<file path="src/rtl/alu_ctrl_seq_if.sv">
// rtl/alu_ctrl_seq_if.sv - request/response handshake bundle for the ALU controller
interface alu_ctrl_seq_if;
  logic       in_valid;
  logic       in_ready;
  logic [1:0] ALUOp;
  logic       IsImm;
  logic [6:0] Funct7;
  logic [2:0] Funct3;
  logic       out_valid;
  logic       out_ready;
  logic [4:0] Operation;
  logic       illegal;
  logic       mdu_start;
  logic       busy;

  modport master (
    output in_valid, ALUOp, IsImm, Funct7, Funct3, out_ready,
    input  in_ready, out_valid, Operation, illegal, mdu_start, busy
  );

  modport slave (
    input  in_valid, ALUOp, IsImm, Funct7, Funct3, out_ready,
    output in_ready, out_valid, Operation, illegal, mdu_start, busy
  );
endinterface

</file>
<file path="src/rtl/alu_ctrl_seq.sv">
// rtl/alu_ctrl_seq.sv - RV32I/M ALU op decoder with a valid/ready stage and MDU busy sequencing
module alu_ctrl_seq #(
  parameter bit ENABLE_M   = 1'b1,
  parameter int MUL_CYCLES = 2,
  parameter int DIV_CYCLES = 32
) (
  input  logic          clk,
  input  logic          rst_n,
  input  logic          flush,
  alu_ctrl_seq_if.slave bus
);
  localparam logic [4:0] OP_AND   = 5'b00000;
  localparam logic [4:0] OP_OR    = 5'b00001;
  localparam logic [4:0] OP_ADD   = 5'b00010;
  localparam logic [4:0] OP_XOR   = 5'b00011;
  localparam logic [4:0] OP_SUB   = 5'b00100;
  localparam logic [4:0] OP_SRL   = 5'b00101;
  localparam logic [4:0] OP_SLL   = 5'b00110;
  localparam logic [4:0] OP_SRA   = 5'b00111;
  localparam logic [4:0] OP_BEQ   = 5'b01000;
  localparam logic [4:0] OP_BNE   = 5'b01001;
  localparam logic [4:0] OP_BLT   = 5'b01010;
  localparam logic [4:0] OP_BGE   = 5'b01011;
  localparam logic [4:0] OP_SLT   = 5'b01100;
  localparam logic [4:0] OP_SLTU  = 5'b01101;
  localparam logic [4:0] OP_BLTU  = 5'b01110;
  localparam logic [4:0] OP_BGEU  = 5'b01111;
  localparam logic [4:0] OP_PASSB = 5'b11000;

  localparam logic [6:0] F7_BASE = 7'b0000000;
  localparam logic [6:0] F7_ALT  = 7'b0100000;
  localparam logic [6:0] F7_MUL  = 7'b0000001;

  localparam logic [7:0] MUL_LAST = 8'(MUL_CYCLES - 1);
  localparam logic [7:0] DIV_LAST = 8'(DIV_CYCLES - 1);

  typedef enum logic [1:0] {S_IDLE, S_BUSY, S_VALID} state_t;

  state_t     state;
  logic [7:0] cnt;
  logic [4:0] dec_op;
  logic       dec_ill;
  logic       dec_m;
  logic [4:0] base_op;
  logic       accept;

  // Funct7=0000000 meaning of each Funct3, shared by R-type and I-type
  always_comb begin
    base_op = OP_ADD;
    case (bus.Funct3)
      3'b000: base_op = OP_ADD;
      3'b001: base_op = OP_SLL;
      3'b010: base_op = OP_SLT;
      3'b011: base_op = OP_SLTU;
      3'b100: base_op = OP_XOR;
      3'b101: base_op = OP_SRL;
      3'b110: base_op = OP_OR;
      3'b111: base_op = OP_AND;
    endcase
  end

  always_comb begin
    dec_op  = OP_AND;
    dec_ill = 1'b0;
    dec_m   = 1'b0;
    case (bus.ALUOp)
      2'b00: dec_op = OP_ADD;
      2'b11: dec_op = OP_PASSB;
      2'b01: begin
        case (bus.Funct3)
          3'b000:  dec_op = OP_BEQ;
          3'b001:  dec_op = OP_BNE;
          3'b100:  dec_op = OP_BLT;
          3'b101:  dec_op = OP_BGE;
          3'b110:  dec_op = OP_BLTU;
          3'b111:  dec_op = OP_BGEU;
          default: dec_ill = 1'b1;
        endcase
      end
      2'b10: begin
        if (bus.IsImm) begin
          // Only shift immediates constrain imm[11:5]
          if (bus.Funct3 != 3'b001 && bus.Funct3 != 3'b101) dec_op = base_op;
          else if (bus.Funct7 == F7_BASE) dec_op = base_op;
          else if (bus.Funct3 == 3'b101 && bus.Funct7 == F7_ALT) dec_op = OP_SRA;
          else dec_ill = 1'b1;
        end else if (bus.Funct7 == F7_BASE) begin
          dec_op = base_op;
        end else if (bus.Funct7 == F7_ALT) begin
          if (bus.Funct3 == 3'b000) dec_op = OP_SUB;
          else if (bus.Funct3 == 3'b101) dec_op = OP_SRA;
          else dec_ill = 1'b1;
        end else if (bus.Funct7 == F7_MUL && ENABLE_M) begin
          dec_op = {2'b10, bus.Funct3};
          dec_m  = 1'b1;
        end else begin
          dec_ill = 1'b1;
        end
      end
    endcase
    if (dec_ill) dec_op = OP_AND;
  end

  assign bus.in_ready = (state == S_IDLE) || (state == S_VALID && bus.out_ready);
  assign accept       = bus.in_valid && bus.in_ready && !flush;

  always_ff @(posedge clk or negedge rst_n) begin
    if (!rst_n) begin
      state         <= S_IDLE;
      cnt           <= 8'd0;
      bus.out_valid <= 1'b0;
      bus.Operation <= OP_AND;
      bus.illegal   <= 1'b0;
      bus.mdu_start <= 1'b0;
      bus.busy      <= 1'b0;
    end else if (flush) begin
      state         <= S_IDLE;
      cnt           <= 8'd0;
      bus.out_valid <= 1'b0;
      bus.mdu_start <= 1'b0;
      bus.busy      <= 1'b0;
    end else begin
      case (state)
        S_IDLE, S_VALID: begin
          if (accept) begin
            bus.Operation <= dec_op;
            bus.illegal   <= dec_ill;
            if (dec_m) begin
              state         <= S_BUSY;
              cnt           <= bus.Funct3[2] ? DIV_LAST : MUL_LAST;
              bus.out_valid <= 1'b0;
              bus.mdu_start <= 1'b1;
              bus.busy      <= 1'b1;
            end else begin
              state         <= S_VALID;
              bus.out_valid <= 1'b1;
            end
          end else if (state == S_VALID && bus.out_ready) begin
            state         <= S_IDLE;
            bus.out_valid <= 1'b0;
          end
        end
        S_BUSY: begin
          bus.mdu_start <= 1'b0;
          if (cnt == 8'd0) begin
            state         <= S_VALID;
            bus.busy      <= 1'b0;
            bus.out_valid <= 1'b1;
          end else begin
            cnt <= cnt - 8'd1;
          end
        end
        default: state <= S_IDLE;
      endcase
    end
  end
endmodule

</file>
<file path="src/flat_wrapper.sv">
// flat-port wrapper written by rule: the top's interface ports become plain ports
module alu_ctrl_seq_flat 
#(
  parameter bit ENABLE_M   = 1'b1,
  parameter int MUL_CYCLES = 2,
  parameter int DIV_CYCLES = 32
)
  (clk, rst_n, flush, bus_in_valid, bus_ALUOp, bus_IsImm, bus_Funct7, bus_Funct3, bus_out_ready, bus_in_ready, bus_out_valid, bus_Operation, bus_illegal, bus_mdu_start, bus_busy);
  alu_ctrl_seq_if bus_i ();
  input  logic clk;
  input  logic rst_n;
  input  logic flush;
  input wire logic [$bits(bus_i.in_valid)-1:0] bus_in_valid;
  input wire logic [$bits(bus_i.ALUOp)-1:0] bus_ALUOp;
  input wire logic [$bits(bus_i.IsImm)-1:0] bus_IsImm;
  input wire logic [$bits(bus_i.Funct7)-1:0] bus_Funct7;
  input wire logic [$bits(bus_i.Funct3)-1:0] bus_Funct3;
  input wire logic [$bits(bus_i.out_ready)-1:0] bus_out_ready;
  output wire logic [$bits(bus_i.in_ready)-1:0] bus_in_ready;
  output wire logic [$bits(bus_i.out_valid)-1:0] bus_out_valid;
  output wire logic [$bits(bus_i.Operation)-1:0] bus_Operation;
  output wire logic [$bits(bus_i.illegal)-1:0] bus_illegal;
  output wire logic [$bits(bus_i.mdu_start)-1:0] bus_mdu_start;
  output wire logic [$bits(bus_i.busy)-1:0] bus_busy;
  assign bus_i.in_valid = bus_in_valid;
  assign bus_i.ALUOp = bus_ALUOp;
  assign bus_i.IsImm = bus_IsImm;
  assign bus_i.Funct7 = bus_Funct7;
  assign bus_i.Funct3 = bus_Funct3;
  assign bus_i.out_ready = bus_out_ready;
  assign bus_in_ready = bus_i.in_ready;
  assign bus_out_valid = bus_i.out_valid;
  assign bus_Operation = bus_i.Operation;
  assign bus_illegal = bus_i.illegal;
  assign bus_mdu_start = bus_i.mdu_start;
  assign bus_busy = bus_i.busy;
  alu_ctrl_seq #(.ENABLE_M(ENABLE_M), .MUL_CYCLES(MUL_CYCLES), .DIV_CYCLES(DIV_CYCLES)) u_core (.clk(clk), .rst_n(rst_n), .flush(flush), .bus(bus_i));
endmodule
</file>
<file path="config.mk">
export PLATFORM = sky130hd
export DESIGN_NAME = alu_ctrl_seq_flat
export DESIGN_NICKNAME = d
export VERILOG_FILES = /design/src/rtl/alu_ctrl_seq_if.sv /design/src/rtl/alu_ctrl_seq.sv /design/src/flat_wrapper.sv
export SDC_FILE = /design/constraint.sdc
export NUM_CORES = 1
export LEC_CHECK = 0
export BUFFER_PORTS_ARGS = -buffer_cell sky130_fd_sc_hd__clkbuf_2
export CORE_ASPECT_RATIO = 1.5
export CORE_MARGIN = 4
export CORE_UTILIZATION = 54
export CTS_CLUSTER_SIZE = 8
export DETAILED_ROUTE_END_ITERATION = 6
export PLACE_DENSITY = 0.88
export SKIP_CTS_REPAIR_TIMING = 1
export SYNTH_ARGS = -nofsm -noshare
export SYNTH_HDL_FRONTEND = slang
export SYNTH_SLANG_ARGS = --single-unit
</file>
<file path="constraint.sdc">
create_clock -name clk -period 2.51 [get_ports clk]
set_input_delay 0.251 -clock clk [delete_from_list [all_inputs] [get_ports clk]]
set_output_delay 0.251 -clock clk [all_outputs]
set_load 0.05 [all_outputs]
</file>
==> impl_metrics.sql <==
INSERT INTO impl_metrics (metric_group, metric, value, unit) VALUES
('setup_path', 'worst-endpoint-arrival', '2.31', 'ns'),
('placement', 'dp_hpwl', '2760', 'um'),
('clock_tree', 'cts.path.max_buffers', '2', ''),
('hold_path', 'hold_path_class', 'in2reg', ''),
('synth', 'synth_top_area_share', '34.5', '%'),
('routing', 'post-route-drc-count', '0', ''),
('synth', 'yosys.cell_types.count', '51', ''),
('global_routing', 'groute.usage.overall', '21.9', '%'),
('layout', 'finish.net_count', '214', ''),
('power_and_ir_drop', 'ir_worst_vdd', '0.254', 'mV'),
('timing', 'max_freq', '0.467', 'GHz'),
('synth', 'synth_enable_flop_cells', '0', ''),
('synth', 'synth_top_cell_by_area', 'dfrtp_1', ''),
('clock_tree', 'path_clk_slew', '0.11', 'ns'),
('die', 'die_h', '69.9', 'um'),
('setup_path', 'critical_path.max_fanout', '5', ''),
('placement', 'numPortBuffers', '27', ''),
('routing', 'route.vias.total', '1408', ''),
('clock_tree', 'clock_tree_from_tritoncts', 'yes', ''),
('timing', 'max_slew_margin', '65.6', '%'),
('setup_path', 'crit_path_end_kind', 'flop', ''),
('outcome', 'outcome', 'completed', ''),
('setup_path', 'path_class', 'reg2reg', ''),
('die', 'number_of_placement_rows', '22', ''),
('timing', 'final.period_utilization', '85.4', '%'),
('placement', 'area_after_detailed_placement', '0.00151', 'mm2'),
('synth', 'synth.cell_area', '0.00138', 'mm2'),
('global_routing', 'total_grt_overflow', '0', ''),
('global_routing', 'first_global_vias', '1381', ''),
('timing', 'report.final.setup_viol', '0', ''),
('setup_path', 'critical_path.slowest_cell', 'or3b_4', ''),
('routing', 'ant_nets', '0', ''),
('run', 'drv_cap', '0', ''),
('routing', 'detailedRoute.firstPassIterationCount', '4', ''),
('layout', 'layout-drive-gt1-share', '22.1', '%'),
('setup_path', 'start_kind', 'flop', ''),
('timing', 'tightest_slew', '0.512', 'ns'),
('clock_tree', 'clock-root-buffer', 'clkbuf_4', ''),
('power_and_ir_drop', 'leakagePower', '0.727', 'nW'),
('power_and_ir_drop', 'cellPowerDensity', '470', 'mW/mm2'),
('layout', 'layout_common_cells', 'clkbuf_2, dfrtp_1, o21ai_0', ''),
('setup_path', 'timing.critical_path.depth', '7', ''),
('synth', 'yosys_most_used_dff', 'dfrtp_1', ''),
('layout', 'multi_input_comb_area', '827', 'um2'),
('die', 'die_x', '49.2', 'um'),
('synth', 'synth_async_sr_flop_share', '100', '%'),
('placement', 'dp_cells', '209', ''),
('global_routing', 'antenna_found_initial', '0', ''),
('clock_tree', 'cts_inserted_buffers', '3', ''),
('global_routing', 'grt.met2_usage', '39.1', '%'),
('synth', 'cells_after_synth', '163', ''),
('setup_path', 'worst_path_dominant_cell_family', 'simple AND/OR/NAND/NOR gates', ''),
('setup_path', 'worstRegToRegCells', '7', ''),
('routing', 'average_vias_per_placed_instance', '6.58', ''),
('routing', 'drt-wirelength-per-cell', '16.6', 'um'),
('power_and_ir_drop', 'post-layout-total-power', '0.728', 'mW'),
('layout', 'final_cells', '214', ''),
('setup_path', 'timing.critical_path.slowest_cell_delay', '0.42', 'ns'),
('global_routing', 'grt_use_met3', '1.92', '%'),
('global_routing', 'grt_max_degree', '20', ''),
('timing', 'clock_skew', '0.00162', 'ns'),
('timing', 'fin_max_slew_vios', '0', ''),
('die', 'top_level_ports', '28', ''),
('setup_path', 'number_of_buffers_and_inverters_on_the_critical_path', '1', ''),
('timing', 'final_critical_path_setup_slack', '0.367', 'ns'),
('synth', 'syn_area_per_cell', '8.45', 'um2'),
('setup_path', 'worstPathCellList', 'inv_1 > ha_1 > or3b_4 > nor3_1 > nor2_1 > a21oi_1 > o21ai_0', ''),
('clock_tree', 'clock_latency_late_sink', '0.29', 'ns'),
('die', 'dieArea', '0.00344', 'mm2'),
('timing', 'minimum_clock_period', '2.14', 'ns'),
('die', 'core_area', '0.00245', 'mm2');
[worst register-to-register path: cells and delay by family (launching register included)]
family	cells	cell delay (ns)
AND/OR/NAND/NOR	3	0.82
buffers and inverters	1	0.09
flip-flops	1	0.41
adder cells (fa/ha/maj)	1	0.17
AO/OA/AOI/OAI	2	0.53
[cell type report]
class	instances	area share [%]
clock buffers	4	1.70
inverters	10	2.42
flip-flops and latches	19	30.7
repair buffers	29	9.85
multi-input cells	128	53.4
well taps	24	1.94
[path summary, 6_finish.rpt]
kind / startpoint / endpoint
worst min-delay path: flush / u_core.state[1]
max in group asynchronous: rst_n / u_core.bus.Operation[2]
min in group asynchronous: rst_n / u_core.state[1]
worst max-delay path: u_core.cnt[0] / u_core.cnt[3]
worst min register to register: u_core.bus.Operation[1] / u_core.bus.Operation[1]
worst max register to register: u_core.cnt[0] / u_core.cnt[3]
[metal layers]
layer / wire, um / vias to the layer above
li1: - / 657
met1: 1360 / 669
met2: 1810 / 64
met3: 198 / 18
met4: 176 / 0
met5: 0 / -
[state kept, by name, summed over array words and instances (netlist names)]
| register | flops |
|---|---|
| u_core.bus.mdu_start | 1 |
| u_core.bus.Operation | 5 |
| u_core.cnt | 8 |
| u_core.bus.out_valid | 1 |
| u_core.bus.illegal | 1 |
| u_core.bus.busy | 1 |
| u_core.state | 2 |
[Yosys cell counts (all sizes together), types with 4 or more instances]
library cell,count
dfrtp,19
o21ai,16
a21oi,15
nand2,13
nor2,12
inv,10
nor3,7
ha,5
and3,4
nand2b,4
o31ai,4
[cells by family after synthesis]
logic type / count (synthesis) / share of synthesized area [%]
XOR/XNOR: 1 / 0.636
adder cells (fa/ha/maj): 5 / 4.54
flip-flops: 19 / 34.5
multiplexers: 3 / 2.27
AND/OR/NAND/NOR: 60 / 25.3
buffers and inverters: 16 / 5.45
AO/OA/AOI/OAI: 59 / 27.3
[where the power goes]
part	total [mW]	internal (mW)	leakage, nW	switching (mW)
Combinational	0.227	0.0728	0.458	0.154
Sequential	0.343	0.329	0.254	0.0144
Clock	0.158	0.0619	0.0150	0.0959
Total	0.728	0.464	0.727	0.264
Power figures use the tool's default switching activity.
